<file path="config.mk">
export PLATFORM = sky130hd
export DESIGN_NAME = start_level_generator_flat
export DESIGN_NICKNAME = d
export VERILOG_FILES = /design/src/rtl/start_gen_pkg.sv /design/src/rtl/start_level_generator_if.sv /design/src/rtl/start_gen_counter.sv /design/src/rtl/start_level_generator.sv /design/src/flat_wrapper.sv
export SDC_FILE = /design/constraint.sdc
export NUM_CORES = 1
export LEC_CHECK = 0
export ABC_AREA = 1
export CAP_MARGIN = 10
export CORE_ASPECT_RATIO = 0.5
export CORE_MARGIN = 10
export CORE_UTILIZATION = 57
export CTS_CLUSTER_SIZE = 30
export DETAILED_ROUTE_END_ITERATION = 12
export PLACE_DENSITY = 0.92
export SLEW_MARGIN = 20
export SYNTH_ARGS = -nofsm -noshare
export SYNTH_HDL_FRONTEND = slang
export SYNTH_HIERARCHICAL = 1
export SYNTH_SLANG_ARGS = --single-unit
</file>
<file path="constraint.sdc">
create_clock -name clk -period 2.86 [get_ports clk]
set_input_delay 0.715 -clock clk [delete_from_list [all_inputs] [get_ports clk]]
set_output_delay 0.715 -clock clk [all_outputs]
set_load 0.02 [all_outputs]
</file>
<file path="src/rtl/start_gen_pkg.sv">
// Shared types and default timing for the start level generator.
package start_gen_pkg;

    typedef enum logic [1:0] {
        IDLE = 2'd0,
        HIGH = 2'd1,
        GAP  = 2'd2
    } start_gen_state_t;

    localparam int HOLD_DEFAULT_DEF = 3;
    localparam int GAP_CYCLES_DEF   = 2;

endpackage

</file>
<file path="src/rtl/start_level_generator_if.sv">
// Request/level bus between the start requester and the start level generator.
interface start_level_generator_if #(
    parameter int CNT_W = 8
);
    logic             start_req;
    logic [CNT_W-1:0] hold_cycles;
    logic             startData;
    logic             busy;
    logic             pending;
    logic             done;
    logic             overflow;

    // start_req is a per-cycle request strobe with no back-pressure: every high
    // cycle is a request; it is started, queued (depth one) or dropped with overflow.
    modport master (
        output start_req, hold_cycles,
        input  startData, busy, pending, done, overflow
    );

    modport slave (
        input  start_req, hold_cycles,
        output startData, busy, pending, done, overflow
    );
endinterface

</file>
<file path="src/rtl/start_gen_counter.sv">
// Loadable down-counter with a zero flag; holds at zero instead of wrapping.
module start_gen_counter #(
    parameter int CNT_W = 8
) (
    input  logic             clk,
    input  logic             n_rst,
    input  logic             load,
    input  logic [CNT_W-1:0] load_val,
    input  logic             en,
    output logic             zero
);

    logic [CNT_W-1:0] cnt;

    always_ff @(posedge clk) begin
        if (!n_rst) begin
            cnt <= '0;
        end else if (load) begin
            cnt <= load_val;
        end else if (en && (cnt != '0)) begin
            cnt <= cnt - CNT_W'(1);
        end
    end

    assign zero = (cnt == '0);

endmodule

</file>
<file path="src/rtl/start_level_generator.sv">
// Turns one-cycle start requests into a startData level: len cycles high, then a
// guaranteed low gap, with a single-entry queue for requests arriving while busy.
module start_level_generator
    import start_gen_pkg::*;
#(
    parameter int CNT_W        = 8,
    parameter int HOLD_DEFAULT = HOLD_DEFAULT_DEF,
    parameter int GAP_CYCLES   = GAP_CYCLES_DEF
) (
    input  logic                     clk,
    input  logic                     n_rst,
    start_level_generator_if.slave   bus,
    output start_gen_state_t         dbg_state
);

    localparam logic [CNT_W-1:0] HOLD_LEN = CNT_W'(HOLD_DEFAULT);
    localparam logic [CNT_W-1:0] GAP_LOAD = CNT_W'(GAP_CYCLES - 1);

    start_gen_state_t state;
    logic [CNT_W-1:0] qlen;
    logic [CNT_W-1:0] req_len;
    logic             cnt_zero;
    logic             cnt_load;
    logic [CNT_W-1:0] cnt_load_val;
    logic             cnt_en;
    logic             gap_exit;
    logic             queue_req;

    assign req_len  = (bus.hold_cycles == '0) ? HOLD_LEN : bus.hold_cycles;
    assign gap_exit = (state == GAP) && cnt_zero;
    // Requests while busy go to the queue, except on the gap-exit edge where the
    // FSM itself decides between serving and re-queueing.
    assign queue_req = bus.start_req && (state != IDLE) && !gap_exit;

    always_comb begin
        cnt_load     = 1'b0;
        cnt_load_val = '0;
        cnt_en       = 1'b0;
        case (state)
            IDLE: begin
                if (bus.start_req) begin
                    cnt_load     = 1'b1;
                    cnt_load_val = req_len - CNT_W'(1);
                end
            end
            HIGH: begin
                if (cnt_zero) begin
                    cnt_load     = 1'b1;
                    cnt_load_val = GAP_LOAD;
                end else begin
                    cnt_en = 1'b1;
                end
            end
            GAP: begin
                if (cnt_zero) begin
                    if (bus.pending) begin
                        cnt_load     = 1'b1;
                        cnt_load_val = qlen - CNT_W'(1);
                    end else if (bus.start_req) begin
                        cnt_load     = 1'b1;
                        cnt_load_val = req_len - CNT_W'(1);
                    end
                end else begin
                    cnt_en = 1'b1;
                end
            end
            default: ;
        endcase
    end

    start_gen_counter #(.CNT_W(CNT_W)) u_counter (
        .clk      (clk),
        .n_rst    (n_rst),
        .load     (cnt_load),
        .load_val (cnt_load_val),
        .en       (cnt_en),
        .zero     (cnt_zero)
    );

    always_ff @(posedge clk) begin
        if (!n_rst) begin
            state         <= IDLE;
            qlen          <= '0;
            bus.startData <= 1'b0;
            bus.busy      <= 1'b0;
            bus.pending   <= 1'b0;
            bus.done      <= 1'b0;
            bus.overflow  <= 1'b0;
        end else begin
            bus.done     <= 1'b0;
            bus.overflow <= 1'b0;
            case (state)
                IDLE: begin
                    if (bus.start_req) begin
                        state         <= HIGH;
                        bus.startData <= 1'b1;
                        bus.busy      <= 1'b1;
                    end
                end
                HIGH: begin
                    if (cnt_zero) begin
                        state         <= GAP;
                        bus.startData <= 1'b0;
                    end
                end
                GAP: begin
                    if (cnt_zero) begin
                        bus.done <= 1'b1;
                        if (bus.pending) begin
                            // Serve the queued length; a same-cycle request takes its slot.
                            state         <= HIGH;
                            bus.startData <= 1'b1;
                            bus.pending   <= bus.start_req;
                            if (bus.start_req) begin
                                qlen <= req_len;
                            end
                        end else if (bus.start_req) begin
                            state         <= HIGH;
                            bus.startData <= 1'b1;
                        end else begin
                            state    <= IDLE;
                            bus.busy <= 1'b0;
                        end
                    end
                end
                default: begin
                    state         <= IDLE;
                    bus.startData <= 1'b0;
                    bus.busy      <= 1'b0;
                end
            endcase
            if (queue_req) begin
                if (!bus.pending) begin
                    bus.pending <= 1'b1;
                    qlen        <= req_len;
                end else begin
                    bus.overflow <= 1'b1;
                end
            end
        end
    end

    assign dbg_state = state;

endmodule

</file>
<file path="src/flat_wrapper.sv">
// flat-port wrapper written by rule: the top's interface ports become plain ports
module start_level_generator_flat import start_gen_pkg::*;
#(
    parameter int CNT_W        = 8,
    parameter int HOLD_DEFAULT = HOLD_DEFAULT_DEF,
    parameter int GAP_CYCLES   = GAP_CYCLES_DEF
)
  (clk, n_rst, dbg_state, bus_start_req, bus_hold_cycles, bus_startData, bus_busy, bus_pending, bus_done, bus_overflow);
  start_level_generator_if #(.CNT_W(CNT_W)) bus_i ();
  input  logic clk;
  input  logic n_rst;
  output start_gen_state_t dbg_state;
  input wire logic [$bits(bus_i.start_req)-1:0] bus_start_req;
  input wire logic [$bits(bus_i.hold_cycles)-1:0] bus_hold_cycles;
  output wire logic [$bits(bus_i.startData)-1:0] bus_startData;
  output wire logic [$bits(bus_i.busy)-1:0] bus_busy;
  output wire logic [$bits(bus_i.pending)-1:0] bus_pending;
  output wire logic [$bits(bus_i.done)-1:0] bus_done;
  output wire logic [$bits(bus_i.overflow)-1:0] bus_overflow;
  assign bus_i.start_req = bus_start_req;
  assign bus_i.hold_cycles = bus_hold_cycles;
  assign bus_startData = bus_i.startData;
  assign bus_busy = bus_i.busy;
  assign bus_pending = bus_i.pending;
  assign bus_done = bus_i.done;
  assign bus_overflow = bus_i.overflow;
  start_level_generator #(.CNT_W(CNT_W), .HOLD_DEFAULT(HOLD_DEFAULT), .GAP_CYCLES(GAP_CYCLES)) u_core (.clk(clk), .n_rst(n_rst), .bus(bus_i), .dbg_state(dbg_state));
endmodule
</file>
==> results.md, run 1 <==
* CTS Sinks at 23
* CP max FO at 4
* Via density at 5.39
* Post-synth cell types at 32
* Place WS at 0.207 ns
* RSZ-0062 raised after global routing: no
* Clock power frac at 9.1%
* Die Ht at 59.5 µm
* Final setup margin at 0.425 ns
* Most instantiated cells after synthesis: nand2_1, inv_1, nor2_1
* Tmin final at 2.43 ns
* Slew Limit Headroom at 62.5%
* I/O Buffers at 17
* Overall power at 2.21 mW
* Die area at 5890 µm²
* Register share of total power at 24.8%
* Fmax at 0.411 GHz
* DPL Wire Length at 3.33 mm
* CP Cell Sequence: clkdlybuf4s50_1, inv_1, ha_1, nand3_1, nand4_1, nand2_1, nand3_1, nand2_1, nand2_1, a21oi_1, nand2_1, nand3_1, nand2_1, inv_1
* Leak Pwr at 0.967 nW
* Max-slew violations at 0
* Antenna cells at 0
* P_sw at 1.12 mW
* Sw Ratio at 50.9%
* CP Capture Type: register
* # nets final at 328
* Htree depth at 1
* Reg clk slew, reported paths at 0.08 ns
* Largest net degree at the start of global routing at 17
* Post_cts resized at 0
* Top Usage Layer GRT: met2
* Power Dens Cells at 1090 nW/µm²
* Effective utilization at floorplan at 59.4%
* Critical Path RT at 3.08 ns
* Post-synth top flop: dfxtp_1
* FF+latch count, synth at 23
* Drt initial violations at 211
* I/O Pins at 18
* Worst Tran Pin Value at 0.561 ns
* Initial antenna violation count at 0
* Share of cells above drive strength 1 at 10.4%
* Hold buffers post-CTS at 0
* GR Layer Usage met2 at 24.7%
* Die extent in x at 99.0 µm
* Buf/Inv on CP at 3
* Worst setup startpoint: bus_hold_cycles[0]
* Critical path's slowest cell: clkdlybuf4s50_1
* WL per Instance at 12.3 µm
* Final Util at 67.9%
* Internal cell power at 1.08 mW
* Yosys synthesis warning count at 6
* Count leader, synth: nand2_1
* Area of the core at 3000 µm²
* Antenna-violating nets left at 0
* Clk buf depth at 2
* First-pass GRT wire length at 7.20 mm
* Via Count at 1876
* Most frequent CP cell: nand2_1
* Met3 usage at 3.03%
* Cell Area, Synth at 1780 µm²
* RR Startpoint: u_core/u_counter/cnt[0]$_SDFFE_PN0P_
* Hold Fails Final Rpt at 0
* Startpoint types: input port
* Final Cycle Share at 85.1%
* WS Path Type: in2reg
* Maxcap violations at 0
* GRT Overall Usage at 14.3%
* Total grt overflow at 0
* Register area share after synthesis at 25.9%
* Detailed Route WL at 4.28 mm
* Post-CTS Setup Bufs at 0
* Post-route setup TNS at 0 ns
* Cells after synthesis at 289
* Row Count at 14
* Hold_sp: u_core/bus.busy$_SDFFE_PN0P_
* Cts bufs inserted at 3
* Post-Syn Nets at 308
* DR pass1 iterations at 5
* Drc violations at 0
* Worst clock skew at 0.00455 ns
* Clock Latency Late Sink at 0.26 ns
* Async S/R FF share, synth at 0%
* Worst path max stage delay at 0.47 ns
* CP delay by family, top: simple AND/OR/NAND/NOR gates
* Status: finished clean
* Root Driver: clkbuf_8
* Final setup viols at 0
* Yosys top cell by area: dfxtp_1
* Worst hold path type: reg2reg
* Grt met1 use at 18.0%
* Post-synth EDFFs at 0
* CP arrival at 2.65 ns
* Post-synthesis to final-layout area growth at 14.2%
* CTS tree: built
* Peak supply drop at 0.000482 V
* Vias in the first global route at 1642
* GP Congestion at 0.868
* Largest cells by area after synthesis: dfxtp_1, nand2_1, inv_1
* Top cell type's share of synthesized area at 25.9%
* Mean Syn Cell Area at 6.16 µm²
* Combinational share of power at 66.1%
cell families (layout without fill, tap and decap cells):
logic type	count (synthesis)	in the layout	synth area share, %
AOI/OAI and AO/OA	51	51	16.9
adders and majority gates	8	8	5.62
and+or+nand+nor	147	147	36.8
xor gates and xnor gates	4	4	1.97
buffers and inverters	56	75	12.9
DFF	23	23	25.9
metal layers:
| layer | routed length, µm | share of wire (%) | vias up |
|---|---|---|---|
| met1 | 2000 | 47 | 838 |
| met4 | 48 | 1.1 | 0 |
| met3 | 256 | 6.0 | 10 |
| met5 | 0 | 0 | - |
| met2 | 1970 | 46 | 60 |
| li1 | - | - | 968 |
cells in the final DEF, fill, tap and decap left out, types with 3 or more instances in the layout:
cell             Yosys  final
inv_1               42     42
buf_4                0      3
nand2_4              3      3
o21ai_0             16     16
nor2_1              29     29
clkbuf_8             0      3
a21oi_2              3      3
dfxtp_1             23     23
nand3_1             23     23
nand4_1              6      6
inv_2                7      7
nor3_1               6      6
a21oi_1             22     22
nor2_2               5      5
clkdlybuf4s50_1      0     17
nand2_1             71     71
ha_1                 8      8
final cells by class:
| class | count | area [µm²] |
|---|---|---|
| Sequential cell | 23 | 460 |
| Multi-Input combinational cell | 210 | 1090 |
| Fill cell | 244 | 962 |
| Tap cell | 40 | 50.0 |
| Clock buffer | 4 | 45.0 |
| Inverter | 51 | 195 |
| Timing Repair Buffer | 20 | 193 |
worst paths after layout:
kind | end | slack (ns) | cells after the start
hold reg to reg | u_core/bus.busy$_SDFFE_PN0P_ | 0.49 | 2
hold / removal | u_core/bus.busy$_SDFFE_PN0P_ | 0.49 | 2
setup / recovery | u_core/u_counter/cnt[6]$_SDFFE_PN0P_ | 0.43 | 14
setup reg to reg | u_core/u_counter/cnt[1]$_SDFFE_PN0P_ | 0.54 | 13
power groups by stage:
stage / Sequential, mW / Clock (mW) / Combinational (mW)
global placement: 0.548 / 0 / 1.41
floorplan: 0.560 / 0 / 1.11
global route: 0.565 / 0.220 / 1.65
finish: 0.548 / 0.201 / 1.46
detailed placement: 0.553 / 0 / 1.44
CTS: 0.545 / 0.209 / 1.45
flip-flops by register name (all words and copies together), names as in the netlist:
name,flops
u_core/bus.busy,1
u_core/bus.startData,1
u_core/bus.overflow,1
u_core/dbg_state,2
u_core/bus.done,1
u_core/u_counter/cnt,8
u_core/qlen,8
u_core/bus.pending,1
metrics by stage:
step	hold slack, ns	instances	cell area [µm²]
2_1_floorplan	0.468	289	1780
5_1_grt	0.532	348	2030
3_5_place_dp	0.483	344	1990
3_3_place_gp	0.468	344	1990
6_report	0.493	348	2030
4_1_cts	0.503	348	2030
worst reg2reg max path, stage by stage (launching register included):
cell	delay, ns
dfxtp_1	0.31
inv_1	0.17
ha_1	0.19
nand2_1	0.07
nor2_1	0.26
nand2_4	0.15
nor2_1	0.15
inv_1	0.08
a31oi_1	0.30
inv_2	0.18
nand2_4	0.14
clkinv_2	0.08
nor2_1	0.09
nor2_1	0.05
Note: power is estimated with default switching activity, not from simulation.
==> run 2: changes to the inputs <==
--- a/config.mk
+++ b/config.mk
@@ -13,6 +13,7 @@
 export CTS_CLUSTER_SIZE = 30
 export DETAILED_ROUTE_END_ITERATION = 12
 export PLACE_DENSITY = 0.92
+export REMOVE_ABC_BUFFERS = 1
 export SLEW_MARGIN = 20
 export SYNTH_ARGS = -nofsm -noshare
 export SYNTH_HDL_FRONTEND = slang
==> run 2 against run 1 <==
Register-to-register slack worse by 0.02 ns. Power is 2.1% higher. Sequential cell count stayed put. Cell count is 0.29% lower. Die area stayed put. Design area is 0.37% lower. Setup slack worse by 0.048 ns.
==> results.md, run 2 (same netlist as run 1, synthesis figures left out) <==
* Cts bufs inserted at 3
* FF-to-FF path depth at 13
* Reg-to-reg slack, setup at 0.52 ns
* WS Path Type: in2reg
* Via density at 5.53
* Min Hold Slack at 0.510 ns
* Total grt overflow at 0
* Worst clock skew at 0.00435 ns
* Worst Setup EP: u_core/u_counter/cnt[3]$_SDFFE_PN0P_
* Overall power at 2.26 mW
* Most common cell after layout, fill and taps aside: nand2_1
* Root Driver: clkbuf_8
* Post_cts resized at 0
* Fillcell total at 246
* Fmax at 0.403 GHz
* Clk buf depth at 2
* Hold Fails Final Rpt at 0
* CP max FO at 4
* Maxcap violations at 0
* Tmin final at 2.48 ns
* I/O Pins at 18
* GP Congestion at 0.919
* DPL Wire Length at 3.56 mm
* Antenna-violating nets left at 0
* Worst hold path type: reg2reg
* Max-slew violations at 0
* I/O Buffers at 17
* CP arrival at 2.68 ns
* Antenna cells at 0
* First-pass GRT wire length at 7.68 mm
* Worst r2r dst: u_core/u_counter/cnt[1]$_SDFFE_PN0P_
* Worst setup startpoint: bus_hold_cycles[0]
* Area of the core at 3000 µm²
* Drt initial violations at 175
* CTS tree: built
* Largest net degree at the start of global routing at 17
* Final setup viols at 0
* Hold buffers post-CTS at 0
* Reg clk slew, reported paths at 0.08 ns
* RR Startpoint: u_core/u_counter/cnt[0]$_SDFFE_PN0P_
* GRT Overall Usage at 15.4%
* Status: finished clean
* Placed insts at 343
* Power Dens Cells at 1110 nW/µm²
* Leak Pwr at 0.962 nW
* Place WS at 0.168 ns
* Startpoint types: input port
* Commonest cells after routing, fill and taps aside: nand2_1, inv_1, nor2_1
* Effective utilization at floorplan at 59.4%
* Detailed Route WL at 4.55 mm
* Die area at 5890 µm²
* Worst Tran Pin Value at 0.595 ns
* Peak supply drop at 0.000576 V
* Non-Filler Instances at 347
* Share of cells above drive strength 1 at 10.1%
* # nets final at 327
* Initial antenna violation count at 0
* CTS Sinks at 23
* Htree depth at 1
* Post-synthesis to final-layout area growth at 13.8%
* Drc violations at 0
* Post-CTS Setup Bufs at 0
* RSZ-0062 raised after global routing: no
* Slew Limit Headroom at 60.2%
* CP Capture Type: register
* Die extent in x at 99.0 µm
* Post-route setup TNS at 0 ns
* WL per Instance at 13.1 µm
* Final Cycle Share at 86.8%
* Row Count at 14
* Via Count at 1919
* Die Ht at 59.5 µm
* DR pass1 iterations at 5
* Critical Path RT at 3.06 ns
* Final setup margin at 0.377 ns
* Vias in the first global route at 1712
* Clock Latency Late Sink at 0.26 ns
run 2: changes by cell type in the layout (fill, tap and decap cells not counted):
cell   change
buf_4      -1
run 2: layer usage:
layer | global-route usage (%) | vias up | part of all wire, %
met2 | 26.9 | 79 | 47
met5 | 0 | - | 0
met1 | 18.9 | 868 | 44
li1 | - | 962 | -
met4 | 3.45 | 0 | 0.90
met3 | 3.61 | 10 | 7.5
run 2: per-stage QoR:
step           area (µm²)  utilization (%)
5_1_grt              2030             67.6
3_5_place_dp         1980             66.1
3_3_place_gp         1980             66.1
2_1_floorplan        1750                -
4_1_cts              2030             67.6
6_report             2030             67.6
run 2: layout make-up:
type | count | area [µm²] | area share, %
sequential | 23 | 460 | 22.7
clock buffer | 4 | 45.0 | 2.22
multi-input combinational | 210 | 1090 | 53.8
tap | 40 | 50.0 | 2.47
timing repair buffer | 19 | 185 | 9.14
inverter | 51 | 195 | 9.64
run 2: power by group:
part	internal [mW]	switching [mW]	leakage (nW)
combinational	0.552	0.952	0.751
sequential	0.436	0.117	0.189
clock	0.0993	0.0989	0.0228
run 2: how the worst min path moves through the flow:
stage | from | to | slack, ns | depth (start not counted)
3_5_place_dp | u_core/bus.busy$_SDFFE_PN0P_ | u_core/bus.busy$_SDFFE_PN0P_ | 0.49 | 2
5_1_grt | u_core/bus.busy$_SDFFE_PN0P_ | u_core/bus.busy$_SDFFE_PN0P_ | 0.52 | 2
6_report | u_core/bus.busy$_SDFFE_PN0P_ | u_core/bus.busy$_SDFFE_PN0P_ | 0.51 | 2
2_1_floorplan | u_core/u_counter/cnt[0]$_SDFFE_PN0P_ | u_core/u_counter/cnt[0]$_SDFFE_PN0P_ | 0.47 | 2
3_3_place_gp | u_core/bus.busy$_SDFFE_PN0P_ | u_core/bus.busy$_SDFFE_PN0P_ | 0.47 | 2
4_1_cts | u_core/bus.busy$_SDFFE_PN0P_ | u_core/bus.busy$_SDFFE_PN0P_ | 0.51 | 2
run 2: critical path, stage by stage:
cell and delay (ns):
clkdlybuf4s50_1 0.47, inv_1 0.09, ha_1 0.21, nand3_1 0.11, nor2_2 0.06, nor2_2 0.15, nand2_1 0.10, inv_1 0.09
nand2_1 0.07, nand2_1 0.08, nand2_1 0.05, a21oi_1 0.16, nand2_1 0.07, nand2_1 0.06, nand2_1 0.05, a21oi_1 0.13
==> run 3: changes to the inputs <==
--- a/config.mk
+++ b/config.mk
@@ -12,6 +12,7 @@
 export CORE_UTILIZATION = 57
 export CTS_CLUSTER_SIZE = 30
 export DETAILED_ROUTE_END_ITERATION = 12
+export HOLD_SLACK_MARGIN = 0.05
 export PLACE_DENSITY = 0.92
 export REMOVE_ABC_BUFFERS = 1
 export SLEW_MARGIN = 20
==> results of run 3 <==
No change in the layout: final DEF, timing and power equal those of run 2.
